**src/rtl/axil_usr_timeout_guard_if.sv**
```systemverilog
// AXI4-Lite channel bundle for the user-port timeout guard.
// The guard takes the slave modport upstream and the master modport downstream.
interface axil_usr_timeout_guard_if #(
  parameter int unsigned ADDR_WIDTH = 64,
  parameter int unsigned DATA_WIDTH = 64
);
  logic [ADDR_WIDTH-1:0]   awaddr;
  logic [2:0]              awprot;
  logic                    awvalid;
  logic                    awready;
  logic [DATA_WIDTH-1:0]   wdata;
  logic [DATA_WIDTH/8-1:0] wstrb;
  logic                    wvalid;
  logic                    wready;
  logic [1:0]              bresp;
  logic                    bvalid;
  logic                    bready;
  logic [ADDR_WIDTH-1:0]   araddr;
  logic [2:0]              arprot;
  logic                    arvalid;
  logic                    arready;
  logic [DATA_WIDTH-1:0]   rdata;
  logic [1:0]              rresp;
  logic                    rvalid;
  logic                    rready;

  modport master (
    output awaddr, awprot, awvalid, wdata, wstrb, wvalid, bready,
    output araddr, arprot, arvalid, rready,
    input  awready, wready, bresp, bvalid, arready, rdata, rresp, rvalid
  );

  modport slave (
    input  awaddr, awprot, awvalid, wdata, wstrb, wvalid, bready,
    input  araddr, arprot, arvalid, rready,
    output awready, wready, bresp, bvalid, arready, rdata, rresp, rvalid
  );
endinterface

```
**src/rtl/axil_usr_timeout_guard.sv**
```systemverilog
// AXI4-Lite guard that answers SLVERR upstream when the user DUT stalls, while still
// draining the late DUT transaction. Define AXIL_USR_TMO_ADDR_CAPTURE_EN to capture tmo_addr.
module axil_usr_timeout_guard #(
  parameter int unsigned ADDR_WIDTH     = 64,
  parameter int unsigned DATA_WIDTH     = 64,
  parameter int unsigned TIMEOUT_CYCLES = 1024
) (
  input  logic                      axi_aclk,
  input  logic                      axi_areset,
  axil_usr_timeout_guard_if.slave   s_axi,
  axil_usr_timeout_guard_if.master  m_axi,
  output logic                      wr_tmo_pulse,
  output logic                      rd_tmo_pulse,
  output logic [15:0]               tmo_count,
  output logic [ADDR_WIDTH-1:0]     tmo_addr
);
  localparam int unsigned CNT_WIDTH = $clog2(TIMEOUT_CYCLES) + 1;
  localparam logic [CNT_WIDTH-1:0] TmoLast = CNT_WIDTH'(TIMEOUT_CYCLES - 1);
  localparam logic [1:0] RespSlverr = 2'b10;

  typedef enum logic [2:0] {WrIdle, WrReq, WrResp, WrBresp, WrTmo} wr_state_e;
  typedef enum logic [2:0] {RdIdle, RdReq, RdResp, RdData, RdTmo} rd_state_e;

  wr_state_e wr_state_q, wr_state_d;
  rd_state_e rd_state_q, rd_state_d;

  logic                    aw_got_q, aw_got_d, w_got_q, w_got_d;
  logic                    aw_pend_q, aw_pend_d, w_pend_q, w_pend_d, ar_pend_q, ar_pend_d;
  logic [ADDR_WIDTH-1:0]   awaddr_q, awaddr_d, araddr_q, araddr_d;
  logic [2:0]              awprot_q, awprot_d, arprot_q, arprot_d;
  logic [DATA_WIDTH-1:0]   wdata_q, wdata_d, rdata_q, rdata_d;
  logic [DATA_WIDTH/8-1:0] wstrb_q, wstrb_d;
  logic [1:0]              bresp_q, bresp_d, rresp_q, rresp_d;
  logic                    wr_up_done_q, wr_up_done_d, wr_dn_done_q, wr_dn_done_d;
  logic                    rd_up_done_q, rd_up_done_d, rd_dn_done_q, rd_dn_done_d;
  logic [CNT_WIDTH-1:0]    wr_timer_q, wr_timer_d, rd_timer_q, rd_timer_d;
  logic                    wr_tmo, rd_tmo, wr_tmo_pulse_q, rd_tmo_pulse_q;
  logic [15:0]             tmo_count_q, tmo_count_d;
  logic [16:0]             tmo_sum;

  always_comb begin
    wr_state_d   = wr_state_q;
    aw_got_d     = aw_got_q;
    w_got_d      = w_got_q;
    awaddr_d     = awaddr_q;
    awprot_d     = awprot_q;
    wdata_d      = wdata_q;
    wstrb_d      = wstrb_q;
    aw_pend_d    = aw_pend_q;
    w_pend_d     = w_pend_q;
    bresp_d      = bresp_q;
    wr_up_done_d = wr_up_done_q;
    wr_dn_done_d = wr_dn_done_q;
    wr_timer_d   = wr_timer_q;
    wr_tmo       = 1'b0;
    s_axi.awready = 1'b0;
    s_axi.wready  = 1'b0;
    s_axi.bvalid  = 1'b0;
    m_axi.bready  = 1'b0;
    if (aw_pend_q && m_axi.awready) aw_pend_d = 1'b0;
    if (w_pend_q && m_axi.wready)   w_pend_d  = 1'b0;
    unique case (wr_state_q)
      WrIdle: begin
        s_axi.awready = !aw_got_q;
        s_axi.wready  = !w_got_q;
        if (s_axi.awvalid && !aw_got_q) begin
          aw_got_d = 1'b1;
          awaddr_d = s_axi.awaddr;
          awprot_d = s_axi.awprot;
        end
        if (s_axi.wvalid && !w_got_q) begin
          w_got_d = 1'b1;
          wdata_d = s_axi.wdata;
          wstrb_d = s_axi.wstrb;
        end
        if (aw_got_d && w_got_d) begin
          aw_got_d   = 1'b0;
          w_got_d    = 1'b0;
          aw_pend_d  = 1'b1;
          w_pend_d   = 1'b1;
          wr_timer_d = '0;
          wr_state_d = WrReq;
        end
      end
      WrReq: begin
        wr_timer_d = wr_timer_q + CNT_WIDTH'(1);
        if (wr_timer_q == TmoLast)        wr_tmo     = 1'b1;
        else if (!aw_pend_d && !w_pend_d) wr_state_d = WrResp;
      end
      WrResp: begin
        m_axi.bready = 1'b1;
        wr_timer_d   = wr_timer_q + CNT_WIDTH'(1);
        // A response landing on the last timer cycle beats the timeout.
        if (m_axi.bvalid) begin
          bresp_d    = m_axi.bresp;
          wr_state_d = WrBresp;
        end else if (wr_timer_q == TmoLast) begin
          wr_tmo = 1'b1;
        end
      end
      WrBresp: begin
        s_axi.bvalid = 1'b1;
        if (s_axi.bready) wr_state_d = WrIdle;
      end
      WrTmo: begin
        s_axi.bvalid = !wr_up_done_q;
        m_axi.bready = !aw_pend_q && !w_pend_q && !wr_dn_done_q;
        if (s_axi.bready && !wr_up_done_q) wr_up_done_d = 1'b1;
        if (m_axi.bvalid && m_axi.bready)  wr_dn_done_d = 1'b1;
        if (wr_up_done_d && wr_dn_done_d)  wr_state_d   = WrIdle;
      end
      default: wr_state_d = WrIdle;
    endcase
    if (wr_tmo) begin
      wr_state_d   = WrTmo;
      bresp_d      = RespSlverr;
      wr_up_done_d = 1'b0;
      wr_dn_done_d = 1'b0;
    end
  end

  always_comb begin
    rd_state_d   = rd_state_q;
    araddr_d     = araddr_q;
    arprot_d     = arprot_q;
    ar_pend_d    = ar_pend_q;
    rdata_d      = rdata_q;
    rresp_d      = rresp_q;
    rd_up_done_d = rd_up_done_q;
    rd_dn_done_d = rd_dn_done_q;
    rd_timer_d   = rd_timer_q;
    rd_tmo       = 1'b0;
    s_axi.arready = 1'b0;
    s_axi.rvalid  = 1'b0;
    m_axi.rready  = 1'b0;
    if (ar_pend_q && m_axi.arready) ar_pend_d = 1'b0;
    unique case (rd_state_q)
      RdIdle: begin
        s_axi.arready = 1'b1;
        if (s_axi.arvalid) begin
          araddr_d   = s_axi.araddr;
          arprot_d   = s_axi.arprot;
          ar_pend_d  = 1'b1;
          rd_timer_d = '0;
          rd_state_d = RdReq;
        end
      end
      RdReq: begin
        rd_timer_d = rd_timer_q + CNT_WIDTH'(1);
        if (rd_timer_q == TmoLast) rd_tmo     = 1'b1;
        else if (!ar_pend_d)       rd_state_d = RdResp;
      end
      RdResp: begin
        m_axi.rready = 1'b1;
        rd_timer_d   = rd_timer_q + CNT_WIDTH'(1);
        if (m_axi.rvalid) begin
          rdata_d    = m_axi.rdata;
          rresp_d    = m_axi.rresp;
          rd_state_d = RdData;
        end else if (rd_timer_q == TmoLast) begin
          rd_tmo = 1'b1;
        end
      end
      RdData: begin
        s_axi.rvalid = 1'b1;
        if (s_axi.rready) rd_state_d = RdIdle;
      end
      RdTmo: begin
        s_axi.rvalid = !rd_up_done_q;
        m_axi.rready = !ar_pend_q && !rd_dn_done_q;
        if (s_axi.rready && !rd_up_done_q) rd_up_done_d = 1'b1;
        if (m_axi.rvalid && m_axi.rready)  rd_dn_done_d = 1'b1;
        if (rd_up_done_d && rd_dn_done_d)  rd_state_d   = RdIdle;
      end
      default: rd_state_d = RdIdle;
    endcase
    if (rd_tmo) begin
      rd_state_d   = RdTmo;
      rdata_d      = '0;
      rresp_d      = RespSlverr;
      rd_up_done_d = 1'b0;
      rd_dn_done_d = 1'b0;
    end
  end

  assign tmo_sum     = {1'b0, tmo_count_q} + 17'(wr_tmo) + 17'(rd_tmo);
  assign tmo_count_d = tmo_sum[16] ? 16'hFFFF : tmo_sum[15:0];

  always_ff @(posedge axi_aclk) begin
    if (axi_areset) begin
      wr_state_q <= WrIdle;       rd_state_q <= RdIdle;
      aw_got_q <= 1'b0;           w_got_q <= 1'b0;
      aw_pend_q <= 1'b0;          w_pend_q <= 1'b0;          ar_pend_q <= 1'b0;
      awaddr_q <= '0;             awprot_q <= '0;            wdata_q <= '0;
      wstrb_q <= '0;              bresp_q <= '0;
      araddr_q <= '0;             arprot_q <= '0;            rdata_q <= '0;
      rresp_q <= '0;
      wr_up_done_q <= 1'b0;       wr_dn_done_q <= 1'b0;
      rd_up_done_q <= 1'b0;       rd_dn_done_q <= 1'b0;
      wr_timer_q <= '0;           rd_timer_q <= '0;
      wr_tmo_pulse_q <= 1'b0;     rd_tmo_pulse_q <= 1'b0;
      tmo_count_q <= '0;
    end else begin
      wr_state_q <= wr_state_d;   rd_state_q <= rd_state_d;
      aw_got_q <= aw_got_d;       w_got_q <= w_got_d;
      aw_pend_q <= aw_pend_d;     w_pend_q <= w_pend_d;      ar_pend_q <= ar_pend_d;
      awaddr_q <= awaddr_d;       awprot_q <= awprot_d;      wdata_q <= wdata_d;
      wstrb_q <= wstrb_d;         bresp_q <= bresp_d;
      araddr_q <= araddr_d;       arprot_q <= arprot_d;      rdata_q <= rdata_d;
      rresp_q <= rresp_d;
      wr_up_done_q <= wr_up_done_d; wr_dn_done_q <= wr_dn_done_d;
      rd_up_done_q <= rd_up_done_d; rd_dn_done_q <= rd_dn_done_d;
      wr_timer_q <= wr_timer_d;   rd_timer_q <= rd_timer_d;
      wr_tmo_pulse_q <= wr_tmo;   rd_tmo_pulse_q <= rd_tmo;
      tmo_count_q <= tmo_count_d;
    end
  end

`ifdef AXIL_USR_TMO_ADDR_CAPTURE_EN
  logic [ADDR_WIDTH-1:0] tmo_addr_q;
  // Write address wins when both paths time out together.
  always_ff @(posedge axi_aclk) begin
    if (axi_areset)  tmo_addr_q <= '0;
    else if (wr_tmo) tmo_addr_q <= awaddr_q;
    else if (rd_tmo) tmo_addr_q <= araddr_q;
  end
  assign tmo_addr = tmo_addr_q;
`else
  assign tmo_addr = '0;
`endif

  assign m_axi.awaddr  = awaddr_q;
  assign m_axi.awprot  = awprot_q;
  assign m_axi.awvalid = aw_pend_q;
  assign m_axi.wdata   = wdata_q;
  assign m_axi.wstrb   = wstrb_q;
  assign m_axi.wvalid  = w_pend_q;
  assign m_axi.araddr  = araddr_q;
  assign m_axi.arprot  = arprot_q;
  assign m_axi.arvalid = ar_pend_q;
  assign s_axi.bresp   = bresp_q;
  assign s_axi.rdata   = rdata_q;
  assign s_axi.rresp   = rresp_q;
  assign wr_tmo_pulse  = wr_tmo_pulse_q;
  assign rd_tmo_pulse  = rd_tmo_pulse_q;
  assign tmo_count     = tmo_count_q;
endmodule

```
**src/flat_wrapper.sv**
```systemverilog
// flat-port wrapper written by rule: the top's interface ports become plain ports
module axil_usr_timeout_guard_flat 
#(
  parameter int unsigned ADDR_WIDTH     = 64,
  parameter int unsigned DATA_WIDTH     = 64,
  parameter int unsigned TIMEOUT_CYCLES = 1024
)
  (axi_aclk, axi_areset, wr_tmo_pulse, rd_tmo_pulse, tmo_count, tmo_addr, s_axi_awaddr, s_axi_awprot, s_axi_awvalid, s_axi_wdata, s_axi_wstrb, s_axi_wvalid, s_axi_bready, s_axi_araddr, s_axi_arprot, s_axi_arvalid, s_axi_rready, s_axi_awready, s_axi_wready, s_axi_bresp, s_axi_bvalid, s_axi_arready, s_axi_rdata, s_axi_rresp, s_axi_rvalid, m_axi_awaddr, m_axi_awprot, m_axi_awvalid, m_axi_wdata, m_axi_wstrb, m_axi_wvalid, m_axi_bready, m_axi_araddr, m_axi_arprot, m_axi_arvalid, m_axi_rready, m_axi_awready, m_axi_wready, m_axi_bresp, m_axi_bvalid, m_axi_arready, m_axi_rdata, m_axi_rresp, m_axi_rvalid);
  axil_usr_timeout_guard_if #(.ADDR_WIDTH(ADDR_WIDTH), .DATA_WIDTH(DATA_WIDTH)) s_axi_i ();
  axil_usr_timeout_guard_if #(.ADDR_WIDTH(ADDR_WIDTH), .DATA_WIDTH(DATA_WIDTH)) m_axi_i ();
  input  logic axi_aclk;
  input  logic axi_areset;
  output logic wr_tmo_pulse;
  output logic rd_tmo_pulse;
  output logic [15:0] tmo_count;
  output logic [ADDR_WIDTH-1:0] tmo_addr;
  input wire logic [$bits(s_axi_i.awaddr)-1:0] s_axi_awaddr;
  input wire logic [$bits(s_axi_i.awprot)-1:0] s_axi_awprot;
  input wire logic [$bits(s_axi_i.awvalid)-1:0] s_axi_awvalid;
  input wire logic [$bits(s_axi_i.wdata)-1:0] s_axi_wdata;
  input wire logic [$bits(s_axi_i.wstrb)-1:0] s_axi_wstrb;
  input wire logic [$bits(s_axi_i.wvalid)-1:0] s_axi_wvalid;
  input wire logic [$bits(s_axi_i.bready)-1:0] s_axi_bready;
  input wire logic [$bits(s_axi_i.araddr)-1:0] s_axi_araddr;
  input wire logic [$bits(s_axi_i.arprot)-1:0] s_axi_arprot;
  input wire logic [$bits(s_axi_i.arvalid)-1:0] s_axi_arvalid;
  input wire logic [$bits(s_axi_i.rready)-1:0] s_axi_rready;
  output wire logic [$bits(s_axi_i.awready)-1:0] s_axi_awready;
  output wire logic [$bits(s_axi_i.wready)-1:0] s_axi_wready;
  output wire logic [$bits(s_axi_i.bresp)-1:0] s_axi_bresp;
  output wire logic [$bits(s_axi_i.bvalid)-1:0] s_axi_bvalid;
  output wire logic [$bits(s_axi_i.arready)-1:0] s_axi_arready;
  output wire logic [$bits(s_axi_i.rdata)-1:0] s_axi_rdata;
  output wire logic [$bits(s_axi_i.rresp)-1:0] s_axi_rresp;
  output wire logic [$bits(s_axi_i.rvalid)-1:0] s_axi_rvalid;
  output wire logic [$bits(m_axi_i.awaddr)-1:0] m_axi_awaddr;
  output wire logic [$bits(m_axi_i.awprot)-1:0] m_axi_awprot;
  output wire logic [$bits(m_axi_i.awvalid)-1:0] m_axi_awvalid;
  output wire logic [$bits(m_axi_i.wdata)-1:0] m_axi_wdata;
  output wire logic [$bits(m_axi_i.wstrb)-1:0] m_axi_wstrb;
  output wire logic [$bits(m_axi_i.wvalid)-1:0] m_axi_wvalid;
  output wire logic [$bits(m_axi_i.bready)-1:0] m_axi_bready;
  output wire logic [$bits(m_axi_i.araddr)-1:0] m_axi_araddr;
  output wire logic [$bits(m_axi_i.arprot)-1:0] m_axi_arprot;
  output wire logic [$bits(m_axi_i.arvalid)-1:0] m_axi_arvalid;
  output wire logic [$bits(m_axi_i.rready)-1:0] m_axi_rready;
  input wire logic [$bits(m_axi_i.awready)-1:0] m_axi_awready;
  input wire logic [$bits(m_axi_i.wready)-1:0] m_axi_wready;
  input wire logic [$bits(m_axi_i.bresp)-1:0] m_axi_bresp;
  input wire logic [$bits(m_axi_i.bvalid)-1:0] m_axi_bvalid;
  input wire logic [$bits(m_axi_i.arready)-1:0] m_axi_arready;
  input wire logic [$bits(m_axi_i.rdata)-1:0] m_axi_rdata;
  input wire logic [$bits(m_axi_i.rresp)-1:0] m_axi_rresp;
  input wire logic [$bits(m_axi_i.rvalid)-1:0] m_axi_rvalid;
  assign s_axi_i.awaddr = s_axi_awaddr;
  assign s_axi_i.awprot = s_axi_awprot;
  assign s_axi_i.awvalid = s_axi_awvalid;
  assign s_axi_i.wdata = s_axi_wdata;
  assign s_axi_i.wstrb = s_axi_wstrb;
  assign s_axi_i.wvalid = s_axi_wvalid;
  assign s_axi_i.bready = s_axi_bready;
  assign s_axi_i.araddr = s_axi_araddr;
  assign s_axi_i.arprot = s_axi_arprot;
  assign s_axi_i.arvalid = s_axi_arvalid;
  assign s_axi_i.rready = s_axi_rready;
  assign s_axi_awready = s_axi_i.awready;
  assign s_axi_wready = s_axi_i.wready;
  assign s_axi_bresp = s_axi_i.bresp;
  assign s_axi_bvalid = s_axi_i.bvalid;
  assign s_axi_arready = s_axi_i.arready;
  assign s_axi_rdata = s_axi_i.rdata;
  assign s_axi_rresp = s_axi_i.rresp;
  assign s_axi_rvalid = s_axi_i.rvalid;
  assign m_axi_awaddr = m_axi_i.awaddr;
  assign m_axi_awprot = m_axi_i.awprot;
  assign m_axi_awvalid = m_axi_i.awvalid;
  assign m_axi_wdata = m_axi_i.wdata;
  assign m_axi_wstrb = m_axi_i.wstrb;
  assign m_axi_wvalid = m_axi_i.wvalid;
  assign m_axi_bready = m_axi_i.bready;
  assign m_axi_araddr = m_axi_i.araddr;
  assign m_axi_arprot = m_axi_i.arprot;
  assign m_axi_arvalid = m_axi_i.arvalid;
  assign m_axi_rready = m_axi_i.rready;
  assign m_axi_i.awready = m_axi_awready;
  assign m_axi_i.wready = m_axi_wready;
  assign m_axi_i.bresp = m_axi_bresp;
  assign m_axi_i.bvalid = m_axi_bvalid;
  assign m_axi_i.arready = m_axi_arready;
  assign m_axi_i.rdata = m_axi_rdata;
  assign m_axi_i.rresp = m_axi_rresp;
  assign m_axi_i.rvalid = m_axi_rvalid;
  axil_usr_timeout_guard #(.ADDR_WIDTH(ADDR_WIDTH), .DATA_WIDTH(DATA_WIDTH), .TIMEOUT_CYCLES(TIMEOUT_CYCLES)) u_core (.axi_aclk(axi_aclk), .axi_areset(axi_areset), .s_axi(s_axi_i), .m_axi(m_axi_i), .wr_tmo_pulse(wr_tmo_pulse), .rd_tmo_pulse(rd_tmo_pulse), .tmo_count(tmo_count), .tmo_addr(tmo_addr));
endmodule
```
**config.mk**
```make
export PLATFORM = sky130hd
export DESIGN_NAME = axil_usr_timeout_guard_flat
export DESIGN_NICKNAME = d
export VERILOG_FILES = /design/src/rtl/axil_usr_timeout_guard_if.sv /design/src/rtl/axil_usr_timeout_guard.sv /design/src/flat_wrapper.sv
export SDC_FILE = /design/constraint.sdc
export NUM_CORES = 1
export LEC_CHECK = 0
export BUFFER_PORTS_ARGS = -buffer_cell sky130_fd_sc_hd__buf_2
export CAP_MARGIN = 20
export CORE_AREA = 2 2 255 257
export CTS_CLUSTER_DIAMETER = 150
export DETAILED_ROUTE_END_ITERATION = 12
export DIE_AREA = 0 0 257 259
export PLACE_DENSITY = 0.52
export SETUP_SLACK_MARGIN = 0.3
export SLEW_MARGIN = 15
export SYNTH_ARGS = -nofsm -noshare
export SYNTH_HDL_FRONTEND = slang
export SYNTH_SLANG_ARGS = --single-unit
```
**constraint.sdc**
```tcl
create_clock -name axi_aclk -period 3.8 [get_ports axi_aclk]
set_clock_uncertainty 0.15 [all_clocks]
set_input_delay 0.19 -clock axi_aclk [delete_from_list [all_inputs] [get_ports axi_aclk]]
set_output_delay 0.19 -clock axi_aclk [all_outputs]
set_load 0.005 [all_outputs]
```
## Word level (Yosys, flattened, before mapping)

Index checks and enable logic that the tools add are counted.

| word-level totals | value |
|---|---|
| register bits after elaboration | 329 |
| logic and storage cells | 182 |

| cells by class | value |
|---|---|
| $add $sub $neg | 4 |
| equal/unequal tests | 34 |
| multiplexer cells | 63 |
| reduce and logical (&&, ||, !) cells | 52 |

Operators by type and width:

| cell | number |
|---|---|
| one-hot mux 11 bit (2 select lines) | 2 |
| two-way mux 3 bit | 14 |
| two-way mux 1 bit | 30 |
| one-hot mux 3 bit (5 select lines) | 2 |
| inequality test 3 x 2 -> 1 bit, second input constant | 8 |
| AND reduction 6 bit | 4 |
| adder 11 x 1 -> 11 bit, second input constant | 2 |
| == test 11 x 10 -> 1 bit, second input constant | 2 |
| two-way mux 11 bit | 2 |
| AND reduction 2 bit | 9 |
| adder 16 x 1 -> 17 bit | 1 |
| adder 17 x 1 -> 17 bit | 1 |
| logical AND 1 bit | 16 |
| two-way mux 16 bit | 1 |
| inequality test 2 bit, second input constant | 8 |
| == test 3 x 2 -> 1 bit, second input constant | 4 |
| two-way mux 2 bit | 6 |
| inequality test 3 x 1 -> 1 bit, second input constant | 4 |
| one-hot mux 1 bit (2 select lines) | 6 |
| nonzero test 2 bit | 6 |
| zero test 1 bit | 11 |
| inequality test 2 x 1 -> 1 bit, second input constant | 4 |
| OR reduction 2 bit | 4 |
| == test 3 x 1 -> 1 bit, second input constant | 2 |
| other kinds (2) | 4 |

## Longest topological paths before layout

| logic depth | value |
|---|---|
| depth in word-level cells | 10 |
| depth in mapped cells | 13 |

## Worst setup path before layout

Ideal clock, no wire load.

| timing path | value |
|---|---|
| kind | register to register |
| from | reg u_core.rd_timer_q[0] |
| to | reg u_core.tmo_count_q[1] (netlist: u_core.tmo_count[1]) |
| arrival | 2946 ps |
| data required time | 3580 ps |
| setup slack | 634 ps |
| cell stages (with the launch flop) | 13 |
| buffers on the path | 2 |
| path through | dfxtp_1 > ha_1 > nand2_1 > or3_4 > or4_1 > buf_2 > fa_1 > inv_1 > ha_1 > and4_1 > nand4_1 > clkbuf_1 > a21oi_1 |

| on the way | value |
|---|---|
| word-level cells in the longest chain between the ends | 6 |

Ends and longest elaborated chain:

| item | line | source |
|---|---|---|
| from (decl) | axil_usr_timeout_guard.sv:36 | `logic [CNT_WIDTH-1:0] wr_timer_q, wr_timer_d, rd_timer_q, rd_timer_d;` |
| from (signal assigned) | axil_usr_timeout_guard.sv:213 | `wr_timer_q <= wr_timer_d; rd_timer_q <= rd_timer_d;` |
| == test 11 x 10 -> 1 bit * | axil_usr_timeout_guard.sv:150, axil_usr_timeout_guard.sv:160 |  |
| two-way mux 1 bit * | axil_usr_timeout_guard.sv:150, axil_usr_timeout_guard.sv:160 |  |
| two-way mux 1 bit | axil_usr_timeout_guard.sv:156 | `if (m_axi.rvalid) begin` |
| one-hot mux 1 bit (2 select lines) * | axil_usr_timeout_guard.sv:137 | `unique case (rd_state_q)` |
| adder 17 x 1 -> 17 bit * | axil_usr_timeout_guard.sv:186 | `assign tmo_sum = {1'b0, tmo_count_q} + 17'(wr_tmo) + 17'(rd_tmo);` |
| two-way mux 16 bit * | axil_usr_timeout_guard.sv:187 | `assign tmo_count_d = tmo_sum[16] ? 16'hFFFF : tmo_sum[15:0];` |
| to (signal assigned) | axil_usr_timeout_guard.sv:215 | `tmo_count_q <= tmo_count_d;` |
| to (decl) | axil_usr_timeout_guard.sv:38 | `logic [15:0] tmo_count_q, tmo_count_d;` |

Every way passes the cells marked *; elsewhere a longest branch is shown, timed or not.
A chain may end at the register's enable or synchronous reset.

## Final worst setup path

| timing path | value |
|---|---|
| from | reg u_core.rd_timer_q[0] |
| to | reg u_core.tmo_count_q[15] (netlist: u_core.tmo_count[15]) |

Same word-level chain as after synthesis.

==> impl_metrics.toml <==
[setup_path]
arrival_ps = 3670
endpoint_kind = "register"
crit_type = "register to register"
cp.required_ps = 4130
crit_slowest_cell = "or4_4"
cp_cell_sequence = "ha_2, nand2_1, or3_4, or4_4, fa_1, inv_1, ha_1, and4_2, nand4_1, buf_4, nand2_1, mux2i_1, nor2_1"
worstPathMaxFanout = 8
start_kind = "register"
crit_path_frequent_cell = "nand2_1"
slowest_delay_ps = 570
ff2ff_path_depth = 13

[place]
placed_cell_area_um2 = 16150
dp_hpwl_um = 32170
place.gp.congestion = 0.7933
port_buffers = 587
place_worst_setup_slack_ps = 272.9

[floorplan]
coreArea_um2 = 63880
rows = 93
die_area_um2 = 66560
die_h_um = 259
die_width_um = 257
ios = 652
start_util_pct = 19.63

[synth]
synth_edf_count = 0
syn-mean-instance-area_um2 = 7.928
async_reset_ff_share_pct = 0
ys_seq_elements = 329
synth_flop_cell = "dfxtp_1"
synth_top_area_share_pct = 52.51
synth_warnings = 0
yosysSeqAreaShare_pct = 52.51
yosysMostFrequentCell = "nand2_1"
synth.area.top_cells = "dfxtp_1 (53%), nand2_1 (17%), a21oi_1 (12%), buf_4 (3.8%), clkbuf_1 (2.6%)"
post-synth-top-area-cell = "dfxtp_1"
synth_area_um2 = 12540
synth_cells = 1582
yosysUniqueCellTypes = 56
yosys-top-cells-count = "nand2_1 (567), dfxtp_1 (329), a21oi_1 (295)"

[routing]
routed_wl_um = 47140
drtIter0Drc = 724
first_pass_iters = 5
wl_per_cell_um = 14.25
drc_errors = 0
detail-route-antenna-nets = 0
vias = 13430
vias_per_cell = 4.057

[timing]
fin_setup_tns_ps = 0
worst_slack_ps = 462.6
hold_violations = 0
rsz0062_at_grt = "yes"
period_share_pct = 87.83
period_minus_slack_ps = 3337
clock.fmax_ghz = 0.2996
holdWs_ps = 272.8
relSlewSlack_pct = 44.28
slew_viol_final = 0
worst_pin_slew_ps = 835.7
setup_viol = 0

[final_layout]
layout-drive-gt1-share_pct = 28.56
syn_to_final_growth_pct = 63.46
final_area_um2 = 20500
fill_cells = 6701
final_net_count = 2711

[power]
pwr-share-seq_pct = 38.8
p_clk_share_pct = 37.6
p_int_uw = 7364
power_uw = 10570
p_per_area_nw_per_um2 = 515.8
irDropWorstVdd_mv = 0.3399
leakage_uw = 0.009056
switching_share_pct = 30.36
switching_power_uw = 3210
p_comb_share_pct = 23.6

[global_routing]
antenna_found_initial = 4
grt_max_degree = 120
grtUsageTotal_pct = 13.33
grt_pass1_wl_um = 71970
grt-ovfl-total = 0
grt_pass1_vias = 13170

[clock_network]
clk_path_buf_depth = 3
htreeDepth = 2
clk_pin_slew_worst_paths_ps = 60
root_buffer = "clkbuf_16"
cts_tree = "built"
clkSinkCount = 329
cts_buffers = 40
clock_latency_ps = 550

[worst_hold_path]
hold_class = "primary input to register"
min_path_cells = 4

[run_status]
status = "finished clean"

[flow_run]
drv_cap = 0
-- power by group through the flow --
stage | logic (uW) | registers, uW | clock network, uW
6_report | 2500 | 4100 | 3980
5_1_grt | 2800 | 4160 | 4250
4_1_cts | 2540 | 4100 | 4130
3_5_place_dp | 2260 | 4170 | 0
3_3_place_gp | 2270 | 4160 | 0
2_1_floorplan | 1200 | 4180 | 0
-- sequential cells by signal (all words and copies together), names as in the netlist, 8 cells and up --
register	flops
u_core.m_axi.araddr	64
u_core.m_axi.awaddr	64
u_core.m_axi.wdata	64
u_core.s_axi.rdata	64
u_core.tmo_count	16
u_core.rd_timer_q	11
u_core.wr_timer_q	11
u_core.m_axi.wstrb	8
-- per-stage QoR --
step | instances | utilization (%)
2_1_floorplan | 1645 | -
3_3_place_gp | 2937 | 25.27
3_5_place_dp | 2937 | 25.27
4_1_cts | 3306 | 32.07
5_1_grt | 3309 | 32.09
6_report | 3309 | 32.09
-- worst max-delay path: cells and delay by family, from the launching register on --
family                     cells  cell delay [ps]
buffers and inverters          2              270
and+or+nand+nor                7             1530
DFF                            1              370
muxes                          1               60
adders and majority gates      3              910
-- metal layers --
layer,vias to the layer above,global-route usage (%),wire (um)
li1,6707,-,-
met1,6121,15.01,18820
met2,511,23.57,23240
met3,85,4.179,3701
met4,2,4.861,1361
met5,-,0,13
-- cell type report --
cell class | count | area, um2 | area share (%)
Antenna cell | 3 | 7.507 | 0.03662
Clock buffer | 55 | 1129 | 5.505
Clock inverter | 17 | 230.2 | 1.123
Inverter | 7 | 26.28 | 0.1282
Multi-Input combinational cell | 1139 | 5270 | 25.71
Sequential cell | 329 | 6586 | 32.13
Tap cell | 855 | 1070 | 5.218
Timing Repair Buffer | 904 | 6182 | 30.16
-- kinds of logic after synthesis --
family                   after synthesis  share of synthesized area, %
XOR/XNOR                              23                         1.606
flip-flops                           329                         52.51
buffers and inverters                177                         7.612
adder cells (fa/ha/maj)                4                        0.4589
multiplexers                           4                        0.3292
other                                  1                       0.02990
AND/OR/NAND/NOR                      704                         23.04
AO/OA/AOI/OAI                        340                         14.41
-- repair_timing --
item / in CTS / in global routing
gates resized for setup: 2 / 3
hold endpoints to repair: 308 / 0
gates cloned: 0 / 0
buffers inserted: 0 / 0
endpoints found under the setup margin: 2 / 5
hold buffers: 297 / 0
-- path summary, 6_finish.rpt --
path	slack (ps)	startpoint	end
worst max-delay path	460	u_core.rd_timer_q[0]	u_core.tmo_count[15]
worst min-delay path	270	s_axi_araddr[24]	u_core.m_axi.araddr[24]
worst max register to register	460	u_core.rd_timer_q[0]	u_core.tmo_count[15]
worst min register to register	300	u_core.m_axi.awaddr[16]	u_core.m_axi.awaddr[16]
-- cells in the final DEF, fill, tap and decap left out, drive strengths merged, types with 3 or more instances in the layout --
| cell type | count |
|---|---|
| a211oi | 6 |
| a21oi | 305 |
| a31oi | 4 |
| and2 | 4 |
| and3 | 5 |
| and4 | 4 |
| buf | 606 |
| bufinv | 5 |
| clkbuf | 56 |
| clkinv | 8 |
| conb | 64 |
| dfxtp | 329 |
| diode | 3 |
| dlygate4sd3 | 297 |
| ha | 3 |
| inv | 9 |
| mux2i | 3 |
| nand2 | 567 |
| nand2b | 11 |
| nand3 | 15 |
| nand4 | 9 |
| nor2 | 45 |
| nor2b | 8 |
| nor3 | 13 |
| nor4 | 3 |
| o21ai | 8 |
| o22ai | 4 |
| or3 | 7 |
| xnor2 | 12 |
| xor2 | 11 |
(Power assumes the default switching activity.)
